`config.mk`:
```
export PLATFORM = sky130hd
export DESIGN_NAME = pair_triple_exerciser
export DESIGN_NICKNAME = d
export VERILOG_FILES = /design/src/rtl/pair_triple_exerciser.sv
export SDC_FILE = /design/constraint.sdc
export NUM_CORES = 1
export LEC_CHECK = 0
export CORE_UTILIZATION = 51
export DETAILED_ROUTE_END_ITERATION = 12
export PLACE_DENSITY = 0.76
export SETUP_SLACK_MARGIN = 0.5
export SYNTH_ARGS = -nofsm -noshare
export SYNTH_HDL_FRONTEND = slang
export SYNTH_SLANG_ARGS = --single-unit
```
`constraint.sdc`:
```
create_clock -name clk -period 2.91 [get_ports clk]
set_input_delay 0.4365 -clock clk [delete_from_list [all_inputs] [get_ports clk]]
set_output_delay 0.4365 -clock clk [all_outputs]
set_load 0.005 [all_outputs]
```
`src/rtl/pair_triple_exerciser.sv`:
```
// Exhaustive stimulus driver for a 3-input majority detector: walks vectors 000..111,
// holds each SETTLE cycles, samples det_out once per vector and reports count/first error.
module pair_triple_exerciser #(
  parameter int SETTLE = 2
) (
  input  logic       clk,
  input  logic       rst,
  input  logic       start,
  output logic       det_in0,
  output logic       det_in1,
  output logic       det_in2,
  input  logic       det_out,
  output logic       busy,
  output logic       done,
  output logic       pass,
  output logic [3:0] err_count,
  output logic [2:0] err_vec
);

  typedef enum logic [1:0] {IDLE, DRIVE, SAMPLE, DONE} state_t;

  localparam logic [3:0] SETTLE_LAST = 4'(SETTLE - 1);

  state_t     state, next_state;
  logic [2:0] vec;
  logic [3:0] settle_cnt;
  logic       expected;
  logic       mismatch;

  assign expected = (vec[0] & vec[1]) | (vec[0] & vec[2]) | (vec[1] & vec[2]);
  // Case inequality so an unknown detector response is scored as a failure.
  assign mismatch = (det_out !== expected);

  always_ff @(posedge clk) begin
    if (rst) state <= IDLE;
    else     state <= next_state;
  end

  always_comb begin
    next_state = state;
    case (state)
      IDLE:    if (start) next_state = DRIVE;
      DRIVE:   if (settle_cnt == SETTLE_LAST) next_state = SAMPLE;
      SAMPLE:  next_state = (vec == 3'd7) ? DONE : DRIVE;
      DONE:    next_state = IDLE;
      default: next_state = IDLE;
    endcase
  end

  always_comb begin
    busy    = (state != IDLE);
    done    = (state == DONE);
    det_in0 = 1'b0;
    det_in1 = 1'b0;
    det_in2 = 1'b0;
    if (state == DRIVE || state == SAMPLE) begin
      det_in0 = vec[2];
      det_in1 = vec[1];
      det_in2 = vec[0];
    end
  end

  always_ff @(posedge clk) begin
    if (rst) begin
      vec        <= 3'd0;
      settle_cnt <= 4'd0;
      err_count  <= 4'd0;
      err_vec    <= 3'd0;
      pass       <= 1'b0;
    end else begin
      case (state)
        IDLE: begin
          if (start) begin
            vec        <= 3'd0;
            settle_cnt <= 4'd0;
            err_count  <= 4'd0;
            err_vec    <= 3'd0;
            pass       <= 1'b0;
          end
        end
        DRIVE: begin
          settle_cnt <= (settle_cnt == SETTLE_LAST) ? 4'd0 : settle_cnt + 4'd1;
        end
        SAMPLE: begin
          if (mismatch) begin
            err_count <= err_count + 4'd1;
            if (err_count == 4'd0) err_vec <= vec;
          end
          // Result is registered on the last sample so it is already valid while done is high.
          if (vec != 3'd7) vec <= vec + 3'd1;
          else             pass <= (err_count == 4'd0) && !mismatch;
        end
        default: ;
      endcase
    end
  end

endmodule

```
# Word level (Yosys, flattened, before mapping)
# Cells that the tools add are included.
dict set report word_totals {
  register_bits 17
  inputBits 4
  elab_cells 62
}
dict set report op_classes {
  n_addsub 3
  eq_ne 13
  n_mux 21
  bitwise_logic 5
  reduce_logical 14
}
# operator n
set op_table {}
lappend op_table {{one-hot mux 4 bit (2 select lines)} 2}
lappend op_table {{2-to-1 mux 3 bit} 4}
lappend op_table {{2-to-1 mux 4 bit} 3}
lappend op_table {{one-hot mux 3 bit (2 select lines)} 2}
lappend op_table {{AND reduction 3 bit} 3}
lappend op_table {{adder 4 x 1 -> 4 bit, second input constant} 2}
lappend op_table {{!= test 2 bit, second input constant} 4}
lappend op_table {{one-hot mux 2 bit (4 select lines)} 1}
lappend op_table {{2-to-1 mux 2 bit} 3}
lappend op_table {{nonzero test 2 bit} 3}
lappend op_table {{2-to-1 mux 1 bit} 5}
lappend op_table {{== test 2 bit, second input constant} 2}
lappend op_table {{== test 4 x 1 -> 1 bit, second input constant} 1}
lappend op_table {{zero test 4 bit} 1}
lappend op_table {{!= test 2 x 1 -> 1 bit, second input constant} 2}
lappend op_table {{AND reduction 2 bit} 2}
lappend op_table {{AND reduction 4 bit} 1}
lappend op_table {{adder 3 x 1 -> 3 bit, second input constant} 1}
lappend op_table {{AND 1 bit} 3}
lappend op_table {{== test 3 bit, second input constant} 1}
lappend op_table {{!= test 3 bit, second input constant} 1}
lappend op_table {{== test 2 x 1 -> 1 bit, second input constant} 1}
lappend op_table {{zero test 2 bit} 1}
lappend op_table {{OR 1 bit} 2}
lappend op_table {{5 further kinds} 5}

# Logic depth before layout (Yosys ltp)
dict set report depth {
  depth_word 8
  mapped_depth 7
  mapped_depth_nobuf 6
}

# Worst setup path after synthesis
# Ideal clock, no wire load.
dict set report synth_path {
  kind {register -> register}
  from {reg state[0]}
  to {reg err_count[0]}
  setup_ns 0.087
  arrival_ns 1.690
  required_time_ns 2.823
  setup_slack_ns 1.132
  stages_incl_launch_ff 8
  n_path_buf 1
  synth_period_minus_slack_ns 1.778
  path_cell_list {dfxtp_1 -> inv_1 -> ha_1 -> buf_6 -> and2b_4 -> o21bai_4 -> or4_1 -> o31ai_1}
}
dict set report synth_between {
  elab_chain_len 3
  word_cells_on_any_way 7
}
# element line_no
set synth_lines {}
lappend synth_lines {{start: declaration} 24} ;# state_t state, next_state;
lappend synth_lines {{start signal: assignment} 36} ;# else state <= next_state;
lappend synth_lines {{== test 2 bit / zero test 2 bit (equally long branches)} 71} ;# case (state)
lappend synth_lines {{!= test 2 bit (no line) / nonzero test 2 bit (equally long branches)} --}
lappend synth_lines {{AND reduction 3 bit (no line)} --}
lappend synth_lines {{end signal: assignment} 86} ;# err_count <= err_count + 4'd1;
lappend synth_lines {{end: declaration} 16} ;# output logic [3:0] err_count,
# Several ways; a longest one is shown, not always the timed one.
# A chain may end at the register's enable or synchronous reset.

# Final worst setup path
dict set report layout_path {
  from {reg state[0]}
  to {out det_in0}
}
dict set report layout_between {
  elab_chain_len 3
  word_cells_on_any_way 4
}
# element line_no
set layout_lines {}
lappend layout_lines {{== test 2 x 1 -> 1 bit / == test 2 bit (equally long branches)} 56} ;# if (state == DRIVE || state == SAMPLE) begin
lappend layout_lines {{logical OR 1 bit *} 56}
lappend layout_lines {{2-to-1 mux 1 bit *} 56}
lappend layout_lines {{end: declaration} 9} ;# output logic det_in0,
# Mark *: on every way between the ends. The rest lies on a longest branch, timed or not.

==> results_dict.tcl <==
set metrics [dict create \
    drtPass1Iterations 4 \
    startpoint_type "flop" \
    cts_made_buffers 3 \
    crit_cells 4 \
    ys_async_sr_fraction_pct 0 \
    portBuffers 16 \
    ys_top_cells_by_count "dfxtp_1 (17), ha_1 (11), a21oi_1 (10), nand2_1 (10), inv_1 (8)" \
    maxSlewViolCount 0 \
    fp-row-count 16 \
    hold_path_depth 2 \
    cp.required_ns 2.47 \
    totalWireLength_um 2380 \
    cts_setup_buffers 0 \
    dp_hpwl_um 1780 \
    synth-edff-count 0 \
    crit_family "buffers and inverters" \
    worstPathMaxFanout 5 \
    fin_setup_tns_ns 0 \
    min_period_ns 2.19 \
    report.final.hold_viol_count 0 \
    crit_chain "inv_1 -> ha_1 -> and2_1 -> clkdlybuf4s50_1" \
    syn_area_per_cell_um2 8.80 \
    synth_fp_nets 142 \
    placed_area_um2 1290 \
    synth.area.top_cells "dfxtp_1 (30%), ha_1 (12%), a21oi_1 (4.5%), nand2_1 (3.4%), a221o_1 (2.7%)" \
    ys_seq_area_share_pct 30.5 \
    multiInputGateArea_um2 723 \
    initial_core_util_pct 55.8 \
    grt_pass1_vias 883 \
    yosys_warnings 0 \
    dieArea_um2 2380 \
    clockRootBuffer "clkbuf_4" \
    endpoint_kind "output pin" \
    drt_drc_violations_left 0 \
    ctsHtreeMaxLevel 1 \
    gp_congestion 0.836 \
    synth_cell_types 43 \
    critPathLaunch "state[0]" \
    critPathKind "flop to output pin" \
    clk_transition_reported_paths_ns 0.10 \
    r2r_start "state[0]" \
    worst_pin_slew_ns 0.548 \
    synth_most_common_cell "dfxtp_1" \
    arrival_ns 1.76 \
    coreArea_um2 2000 \
    cts_hold_buffers 0 \
    grt.total_usage_pct 21.2 \
    drive_gt1_share_pct 9.03 \
    cts_resized 0 \
    antenna_found_initial 0 \
    power_density_nw_per_um2 595 \
    diodes 0 \
    syn_inst 127 \
    yosysTopAreaCell "dfxtp_1" \
    wl_per_cell_um 13.9 \
    setup_violations 0 \
    area_growth_pct 18.3 \
    grt_max_degree 16 \
    ys_ff_latch 17 \
    regArea_um2 340 \
    slowest_delay_ns 0.49 \
    synth_area_um2 1120 \
    reg2reg_slack_ns 0.88 \
    fmax_ghz 0.456 \
    drtAntennaViolNets 0 \
    synth_top_area_share_pct 30.5 \
    design.portCount 17 \
    cpMaxStageDelayCell "clkdlybuf4s50_1" \
    worstRegToRegCells 6 \
    overflow 0 \
    final_area_um2 1320 \
    initialDrtViolationCount 16 \
    ir_drop_mv 0.394 \
    post-route-period-util_pct 75.4 \
    leakage_nw 0.501 \
    drv_cap 0 \
    die_w_um 48.8 \
    nets 160 \
    crit_buf_inv 2 \
    hp-class "flop to flop" \
    slew_headroom_pct 63.5 \
    clk_latency_ns 0.29 \
    clock_skew_ns 0.00483 \
    grt_first_pass_wirelength_um 3890 \
    clkSinkCount 17 \
    rsz0062_at_grt "false" \
    ctsLongestPathBuffers 2 \
    vias 982 \
    min-delay-start "pass" \
    status "finished clean" \
    die_h_um 48.8 \
    fillerInstances 180 \
    via_per_inst 5.74 \
    cts_tree "yes" \
    ys.flop_type "dfxtp_1" \
]
[per-layer routing]
layer,global-route usage (%),part of all wire (%),vias up
met5,0,0,-
met4,7.84,1.5,0
met3,2.80,3.2,4
met2,35.9,47,24
met1,27.3,49,458
li1,-,-,496
[flip-flops by register name, indices dropped and copies added, names as in the netlist]
| register | count |
|---|---|
| vec | 3 |
| settle_cnt | 4 |
| err_count | 4 |
| state | 2 |
| pass | 1 |
| err_vec | 3 |
[report_power, final]
part	internal [mW]	switching, mW	total [mW]
Sequential	0.254	0.0267	0.280
Combinational	0.165	0.210	0.375
Clock	0.0533	0.0766	0.130
Total	0.472	0.313	0.786
[worst register-to-register path, cell delays in order, from the launching register on]
cell and delay [ns]:
dfxtp_1 0.36, inv_1 0.12, ha_1 0.52, nor2b_1 0.33, nand3_1 0.10, or4_1 0.47, nand3_1 0.09
[cell families (layout without fill, tap and decap cells)]
group	Yosys count	count (layout)	synth area share (%)
buf+inv	12	29	4.82
compound gates	34	34	23.2
simple gates	48	48	24.7
flops	17	17	30.5
mux	3	3	2.91
fa+ha+maj	11	11	12.3
xor+xnor	2	2	1.57
[cells in the final DEF, fill, tap and decap left out, types with 2 or more instances in the layout]
master	n
a21o_1	2
a21oi_1	10
a221o_1	3
and2_1	4
and4b_1	3
clkbuf_4	3
clkdlybuf4s50_1	16
dfxtp_1	17
ha_1	11
inv_1	8
mux2_2	2
nand2_1	10
nand2b_1	2
nand3_1	5
nand4_1	2
nor2_1	5
nor2b_1	3
nor3_1	3
o211ai_1	2
o21ai_0	3
o22ai_1	2
o31ai_1	2
or2_1	2
or3_1	2
or4_1	2
xor2_1	2
[worst paths after layout]
| check | end |
|---|---|
| setup / recovery | det_in0 |
| hold / removal | pass |
| setup reg to reg | err_count[3] |
| hold reg to reg | pass |
[metrics by stage]
stage | util [%] | power, mW | hold slack [ns] | setup slack [ns] | cells
global placement | 64.7 | 0.650 | 0.480 | 0.847 | 167
finish | 66.0 | 0.786 | 0.490 | 0.717 | 171
floorplan | - | 0.581 | 0.462 | 1.13 | 127
global route | 66.0 | 0.840 | 0.524 | 0.570 | 171
detailed placement | 64.7 | 0.656 | 0.477 | 0.806 | 167
CTS | 66.0 | 0.785 | 0.494 | 0.705 | 171
[cell type report]
cell class / instances / share of cell area [%]
multi-input combinational: 98 / 54.7
sequential: 17 / 25.8
timing repair buffer: 17 / 12.7
tap: 27 / 2.56
inverter: 8 / 2.27
clock buffer: 4 / 1.99
Note: power is estimated with default switching activity, not from simulation.
